$ cat src/rtl/uart_pkg.sv
// uart_pkg: shared state encoding and default frame parameters for the uart receive path.
package uart_pkg;
    typedef enum logic [1:0] {ST_IDLE, ST_START, ST_DATA, ST_STOP} state_t;
    localparam int DBIT_DEF = 8;
    localparam int OVS_DEF = 16;
    localparam int SB_TICK_DEF = 16;
endpackage

$ cat src/rtl/uart_rx_sample_ctrl_sync_2ff.sv
// sync_2ff: two-flop synchronizer for the idle-high rx line, resets to 1.
module sync_2ff (
    input  logic clk,
    input  logic reset,
    input  logic d,
    output logic q
);
    logic meta;
    always_ff @(posedge clk or posedge reset)
        if (reset) {q, meta} <= 2'b11;
        else {q, meta} <= {meta, d};
endmodule

$ cat src/rtl/uart_rx_sample_ctrl.sv
// uart_rx_sample_ctrl: oversampled uart receiver FSM with a 1-entry valid/ready holding register.
module uart_rx_sample_ctrl
    import uart_pkg::*;
#(
    parameter int DBIT = DBIT_DEF,
    parameter int OVS = OVS_DEF,
    parameter int SB_TICK = SB_TICK_DEF
)(
    input  logic            clk,
    input  logic            reset,
    input  logic            s_tick,
    input  logic            rx,
    output logic [DBIT-1:0] rx_data,
    output logic            rx_valid,
    input  logic            rx_ready,
    output logic            frame_err,
    output logic            overrun
);
    localparam int SW = $clog2(OVS > SB_TICK ? OVS : SB_TICK);
    localparam int NW = $clog2(DBIT);
    localparam logic [SW-1:0] HALF_END = SW'(OVS / 2 - 1);
    localparam logic [SW-1:0] BIT_END = SW'(OVS - 1);
    localparam logic [SW-1:0] STOP_END = SW'(SB_TICK - 1);
    localparam logic [NW-1:0] N_END = NW'(DBIT - 1);
    state_t state, state_n;
    logic [SW-1:0] s_cnt, s_cnt_n;
    logic [NW-1:0] n, n_n;
    logic [DBIT-1:0] sr, sr_n;
    logic rx_s, seen_high, push, ferr;
    sync_2ff u_sync (.clk(clk), .reset(reset), .d(rx), .q(rx_s));
    always_comb begin
        state_n = state;
        s_cnt_n = s_cnt;
        n_n = n;
        sr_n = sr;
        push = 1'b0;
        ferr = 1'b0;
        case (state)
            ST_IDLE: if (!rx_s && seen_high) begin
                state_n = ST_START;
                s_cnt_n = '0;
            end
            ST_START: if (s_tick) begin
                if (s_cnt == HALF_END) begin
                    state_n = rx_s ? ST_IDLE : ST_DATA;
                    s_cnt_n = '0;
                    n_n = '0;
                end else s_cnt_n = s_cnt + SW'(1);
            end
            ST_DATA: if (s_tick) begin
                if (s_cnt == BIT_END) begin
                    sr_n = {rx_s, sr[DBIT-1:1]};
                    s_cnt_n = '0;
                    state_n = (n == N_END) ? ST_STOP : ST_DATA;
                    n_n = (n == N_END) ? n : n + NW'(1);
                end else s_cnt_n = s_cnt + SW'(1);
            end
            ST_STOP: if (s_tick) begin
                if (s_cnt == STOP_END) begin
                    state_n = ST_IDLE;
                    push = rx_s;
                    ferr = !rx_s;
                end else s_cnt_n = s_cnt + SW'(1);
            end
            default: state_n = ST_IDLE;
        endcase
    end
    // seen_high blocks a held-low break line from retriggering a frame after its frame error
    always_ff @(posedge clk or posedge reset)
        if (reset) begin
            state <= ST_IDLE;
            s_cnt <= '0;
            n <= '0;
            sr <= '0;
            seen_high <= 1'b0;
            rx_data <= '0;
            rx_valid <= 1'b0;
            frame_err <= 1'b0;
            overrun <= 1'b0;
        end else begin
            state <= state_n;
            s_cnt <= s_cnt_n;
            n <= n_n;
            sr <= sr_n;
            seen_high <= ferr ? 1'b0 : (rx_s | seen_high);
            frame_err <= ferr;
            overrun <= push && rx_valid && !rx_ready;
            if (push && (!rx_valid || rx_ready)) begin
                rx_data <= sr;
                rx_valid <= 1'b1;
            end else if (rx_ready) rx_valid <= 1'b0;
        end
endmodule
$ cat config.mk
export PLATFORM = sky130hd
export DESIGN_NAME = uart_rx_sample_ctrl
export DESIGN_NICKNAME = d
export VERILOG_FILES = /design/src/rtl/uart_pkg.sv /design/src/rtl/uart_rx_sample_ctrl_sync_2ff.sv /design/src/rtl/uart_rx_sample_ctrl.sv
export SDC_FILE = /design/constraint.sdc
export NUM_CORES = 1
export LEC_CHECK = 0
export ABC_AREA = 1
export BUFFER_PORTS_ARGS = -buffer_cell sky130_fd_sc_hd__buf_2
export CORE_AREA = 2 2 56 64
export CTS_CLUSTER_DIAMETER = 80
export DETAILED_ROUTE_END_ITERATION = 12
export DIE_AREA = 0 0 58 66
export PLACE_DENSITY = 0.63
export SYNTH_ARGS = -nofsm -noshare
export SYNTH_HDL_FRONTEND = slang
export SYNTH_SLANG_ARGS = --single-unit
$ cat constraint.sdc
create_clock -name clk -period 2 [get_ports clk]
set_clock_uncertainty 0.15 [all_clocks]
set_input_delay 0.2 -clock clk [delete_from_list [all_inputs] [get_ports clk]]
set_output_delay 0.2 -clock clk [all_outputs]
set_load 0.02 [all_outputs]
# Word level (Yosys, flattened, before mapping)
# Cells that the tools add are included.
dict set report classes {
  eq_ne 15
  n_mux 33
  n_reduce_logical 15
  addsub 2
  n_bitwise 1
}
# cell count
set op_table {}
lappend op_table {{4-bit two-way mux} 7}
lappend op_table {{2-bit != test (second input constant)} 9}
lappend op_table {{2-bit two-way mux} 8}
lappend op_table {{4-bit case mux with 4 select lines} 1}
lappend op_table {{3-bit two-way mux} 5}
lappend op_table {{1-bit two-way mux} 10}
lappend op_table {{2-bit case mux with 4 select lines} 1}
lappend op_table {{7-bit AND reduction} 1}
lappend op_table {{3-bit case mux with 2 select lines} 1}
lappend op_table {{6-bit AND reduction} 1}
lappend op_table {{5-bit AND reduction} 1}
lappend op_table {{4-bit by 1-bit adder with 4-bit output (second input constant)} 1}
lappend op_table {{2-bit == test (second input constant)} 2}
lappend op_table {{4-bit by 3-bit == test with 1-bit output (second input constant)} 1}
lappend op_table {{4-bit == test (second input constant)} 1}
lappend op_table {{1-bit logical AND} 4}
lappend op_table {{2-bit nonzero test} 2}
lappend op_table {{3-bit by 1-bit adder with 3-bit output (second input constant)} 1}
lappend op_table {{3-bit == test (second input constant)} 1}
lappend op_table {{1-bit logical NOT} 3}
lappend op_table {{3-bit AND reduction} 1}
lappend op_table {{2-bit by 1-bit == test with 1-bit output (second input constant)} 1}
lappend op_table {{2-bit logical NOT} 1}
lappend op_table {{1-bit logical OR} 1}
lappend op_table {{1-bit OR} 1}
dict set report word_totals {
  ff_bits 31
  out_inout_bits 11
  elab_cells 77
  in_bits 5
}

# Longest topological paths before layout
dict set report logic_depth {
  ltp_word 6
  ltp_mapped 8
  depth_no_buf 8
}

# By module
# Synthesis repeated with hierarchy kept, for this count alone.
dict set report unflattened {
  cells_unflattened 165
  area_unflattened_um2 1506.4
}
# mod cells_each area_each_um2 seq_area_each_um2 instances
set by_module_without_submodules {}
lappend by_module_without_submodules {uart_rx_sample_ctrl 162 1450.1 725.7 1}
lappend by_module_without_submodules {sync_2ff 3 56.3 52.6 1}

# Least setup slack after synthesis
# OpenSTA, ideal clock, no wires.
dict set report synth_timing {
  kind {flip-flop to flip-flop}
  from {register s_cnt[0]}
  to {register rx_data[0]}
  t_required_ns 1.732
  period_less_slack_ns 1.532
  stages_incl_launch_ff 8
  n_path_buf 1
  slack_ns 0.468
  arrival_ns 1.264
  setup_time_ns 0.118
  cell_sequence {dfrtp_1 -> ha_1 -> nand3_4 -> nor2_4 -> nand3_4 -> buf_6 -> nand2_1 -> o21ai_2}
}
dict set report synth_via {
  elab_chain_cells 5
}
# element line
set synth_lines {}
lappend synth_lines {{from (decl)} uart_rx_sample_ctrl.sv:26} ;# logic [SW-1:0] s_cnt, s_cnt_n;
lappend synth_lines {{from (signal assigned)} uart_rx_sample_ctrl.sv:82} ;# s_cnt <= s_cnt_n;
lappend synth_lines {{4-bit == test} uart_rx_sample_ctrl.sv:59} ;# if (s_cnt == STOP_END) begin
lappend synth_lines {{1-bit two-way mux} uart_rx_sample_ctrl.sv:59}
lappend synth_lines {{1-bit two-way mux} uart_rx_sample_ctrl.sv:58} ;# ST_STOP: if (s_tick) begin
lappend synth_lines {{1-bit two-way mux} uart_rx_sample_ctrl.sv:38} ;# case (state)
lappend synth_lines {{1-bit logical AND} uart_rx_sample_ctrl.sv:88} ;# if (push && (!rx_valid || rx_ready)) begin
lappend synth_lines {{to (signal assigned)} uart_rx_sample_ctrl.sv:89} ;# rx_data <= sr;
lappend synth_lines {{to (decl)} uart_rx_sample_ctrl.sv:13} ;# output logic [DBIT-1:0] rx_data,
# Every way passes these cells.
# A chain may end at the register's enable or synchronous reset.

# Worst setup path after layout
dict set report layout_timing {
  from {register s_cnt[0]}
  to {register n[0]}
}
dict set report layout_via {
  elab_chain_cells 3
  word_cells_on_any_way 5
  cone_classes {eq/ne (4); reduce/logical (1)}
}
# element line
set layout_lines {}
lappend layout_lines {{4-bit == test / 4-bit by 3-bit == test with 1-bit output (equally long branches)} {uart_rx_sample_ctrl.sv:51, uart_rx_sample_ctrl.sv:44}}
lappend layout_lines {{2-bit != test (no source line)} -}
lappend layout_lines {{6-bit AND reduction (no source line) *} -}
lappend layout_lines {{to (signal assigned)} uart_rx_sample_ctrl.sv:83} ;# n <= n_n;
lappend layout_lines {{to (decl)} uart_rx_sample_ctrl.sv:27} ;# logic [NW-1:0] n, n_n;
# Every way passes the cells marked *; elsewhere a longest branch is shown, timed or not.

==> impl_metrics.toml <==
[run_status]
status = "finished clean"

[timing]
slew_viol_final = 0
fmax_mhz = 601
setup_viol = 0
finalSetupTns_ns = 0
rsz0062_at_grt = "false"
worst_slew_pin_slew_ns = 0.388
fin_ws_ns = 0.336
post-route-period-util = 0.832
max_slew_margin = 0.741
hold_viol = 0
finalCriticalPeriod_ns = 1.66

[yosys]
synth_nets = 170
synth.avg_cell_area_um2 = 9.10
synthFlopType = "dfrtp_1"
netlist_area_um2 = 1470
ys.warnings.count = 0
ys_types = 22
yosys-top-cells-area = "dfrtp_1, nand2_1, o21ai_2"
synth-seq-cells = 31
synth-edff-count = 0
yosys.area.top_type = "dfrtp_1"
async_reset_ff_frac = 1.00
synth_top_area_frac = 0.492
synth.most_common_cell = "nand2_1"
yosysSeqAreaShare = 0.528
synth_common_cells = "nand2_1, dfrtp_1, inv_1"
netlist_instances = 162

[setup_path]
rr_startpoint = "s_cnt[0]$_DFFE_PP0P_"
worstPathBufferInverterCount = 0
required_ns = 2.12
cp_top_family = "simple AND/OR/NAND/NOR gates"
slowest_delay_ns = 0.43
worstSetupEndpointType = "flop"
cp_max_fo = 7
critical_path.slowest_cell = "dfrtp_1"
startpoint_type = "flop"
path_class = "flop to flop"
crit_arrival_ns = 1.78
crit_chain = "ha_1 > nand3_4 > nand2_1 > nand2_2 > nor2_1 > nand2_1 > nand2_1"
crit_start = "s_cnt[0]$_DFFE_PP0P_"
crit_top_cell = "nand2_1"

[drt]
wl_met2_mm = 1.34
m1WireLength_mm = 1.19
antenna_left = 0
remaining_drc_errors = 0
wl_met3_um = 71
detail_route.wl_per_cell_um = 11.8
drt_pass1_iterations = 4
drtIter0Drc = 61
drt-vias-per-instance = 4.89
drt_wl_total_mm = 2.63
top_layer_used = "met4"
vias = 1086

[floorplanning]
core_area_um2 = 3190
die_h_um = 66
die_w_um = 58
dieArea_um2 = 3830
start_util = 0.462
io_pins = 16
rows = 22

[power_and_ir_drop]
power_density_nw_per_um2 = 1030
peakVddDrop_mv = 0.631
leakagePower_nw = 0.881

[final_layout]
final_layout_size_suffix_gt1_frac = 0.253
final_util = 0.529
stdcell_area_um2 = 1690
n_fill_cell = 305
areaGrowthSynthToFinish_pct = 14.5
antenna_cells = 0
layout.nets = 193

[worst_hold_path]
hold_class = "primary input to flop"
hp-start = "rx_ready"

[clock_tree]
numCtsBuffers = 5
cts_tree = "built"
htree_levels = 2
cts_root_buffer = "clkbuf_4"
cts-resized-gates = 0
cts_sinks = 31
worstSkewPairLatency_ns = 0.32
path_clk_slew_ns = 0.10
clockBufferDepth = 2

[placement]
port_buffers = 15
placed_cell_area_um2 = 1580
hpwl_mm = 1.84
place.gp.congestion = 0.846
dp_slack_ns = 0.342

[global_route]
antenna_found_initial = 0
globalRouteTotalUtil = 0.169
grt_pass1_wl_mm = 4.79
grt.overflow.total = 0
grt_max_degree = 32
grt_pass1_vias = 1141

[flow_run]
maxCapViolations = 0
-- final cells by class --
class                   count  area (µm²)  share of cell area
multi-input cells         103         574               0.340
inverters                  25        93.8              0.0556
clock inverters             2        35.0              0.0208
well taps                  36        45.0              0.0267
repair buffers             19         110              0.0652
flip-flops and latches     31         778               0.461
clock buffers               6        51.3              0.0304
-- kinds of logic (layout without fill, tap and decap cells) --
family	after synthesis	in the layout	share of synthesized area
fa+ha+maj	3	3	0.0255
buf+inv	28	52	0.0823
flops	31	31	0.528
simple gates	75	75	0.248
compound gates	24	24	0.110
xor+xnor	1	1	0.00594
-- sequential cells by signal, summed over array words and instances, names as in the netlist, named ones only --
| name | count |
|---|---|
| frame_err | 1 |
| n | 3 |
| overrun | 1 |
| rx_data | 8 |
| rx_valid | 1 |
| s_cnt | 4 |
| seen_high | 1 |
| sr | 8 |
| state | 1 |
| u_sync.meta | 1 |
| u_sync.q | 1 |
-- power breakdown --
group | switching, W | leakage [nW] | total [W] | internal, W
registers | 0.000106 | 0.395 | 0.000808 | 0.000703
logic | 0.000274 | 0.438 | 0.000412 | 0.000139
clock network | 0.000220 | 0.0482 | 0.000515 | 0.000295
-- stage by stage --
step           power (W)  std cells  hold slack (ns)
2_1_floorplan    0.00113        162           0.0545
3_3_place_gp     0.00120        212            0.135
3_5_place_dp     0.00123        212            0.159
4_1_cts          0.00175        222           0.0207
5_1_grt          0.00187        222           0.0405
6_report         0.00174        222           0.0409
-- layout by cell type, fill, tap and decap left out --
cell            n
clkbuf_4        5
nand4_1         6
o21ai_0        11
o21a_1          1
buf_2          15
buf_4           2
nor2_1         10
a21oi_1         1
nor3_4          1
nand3_4         2
nand2_2         3
nor3_1          1
ha_1            3
o31ai_1         1
nor2_4          2
inv_2           2
inv_1          23
nand2_1        46
clkbuf_8        1
dfrtp_1        29
dlygate4sd3_1   2
clkinv_2        1
xnor2_1         1
dfstp_2         2
bufinv_16       1
o21ai_2        10
nand3_1         4
-- worst register-to-register path, delay by kind of cell, from the launching register on --
kind	cells	cell delay, ns
AND/OR/NAND/NOR	6	0.77
adder cells (fa/ha/maj)	1	0.27
flip-flops	1	0.43
-- final timing paths --
kind | endpoint | slack (ns) | depth (start not counted)
min in group asynchronous | rx_data[6]$_DFFE_PP0P_ | 0.34 | 4
hold / removal | overrun$_DFF_PP0_ | 0.04 | 4
setup / recovery | n[0]$_DFFE_PP0P_ | 0.34 | 7
setup reg to reg | n[0]$_DFFE_PP0P_ | 0.34 | 7
max in group asynchronous | u_sync.meta$_DFF_PP1_ | 1.05 | 4
hold reg to reg | u_sync.q$_DFF_PP1_ | 0.21 | 0
-- routing by layer --
| layer | vias to the layer above | track usage |
|---|---|---|
| met4 | 0 | 0.0756 |
| met1 | 511 | 0.191 |
| met5 | - | 0 |
| li1 | 560 | - |
| met2 | 13 | 0.274 |
| met3 | 2 | 0.0724 |
-- what timing repair did --
| item | CTS | global route |
|---|---|---|
| hold endpoints to repair | 30 | 0 |
| hold buffers | 2 | 0 |
| setup buffers | 0 | 0 |
Power figures use the tool's default switching activity.
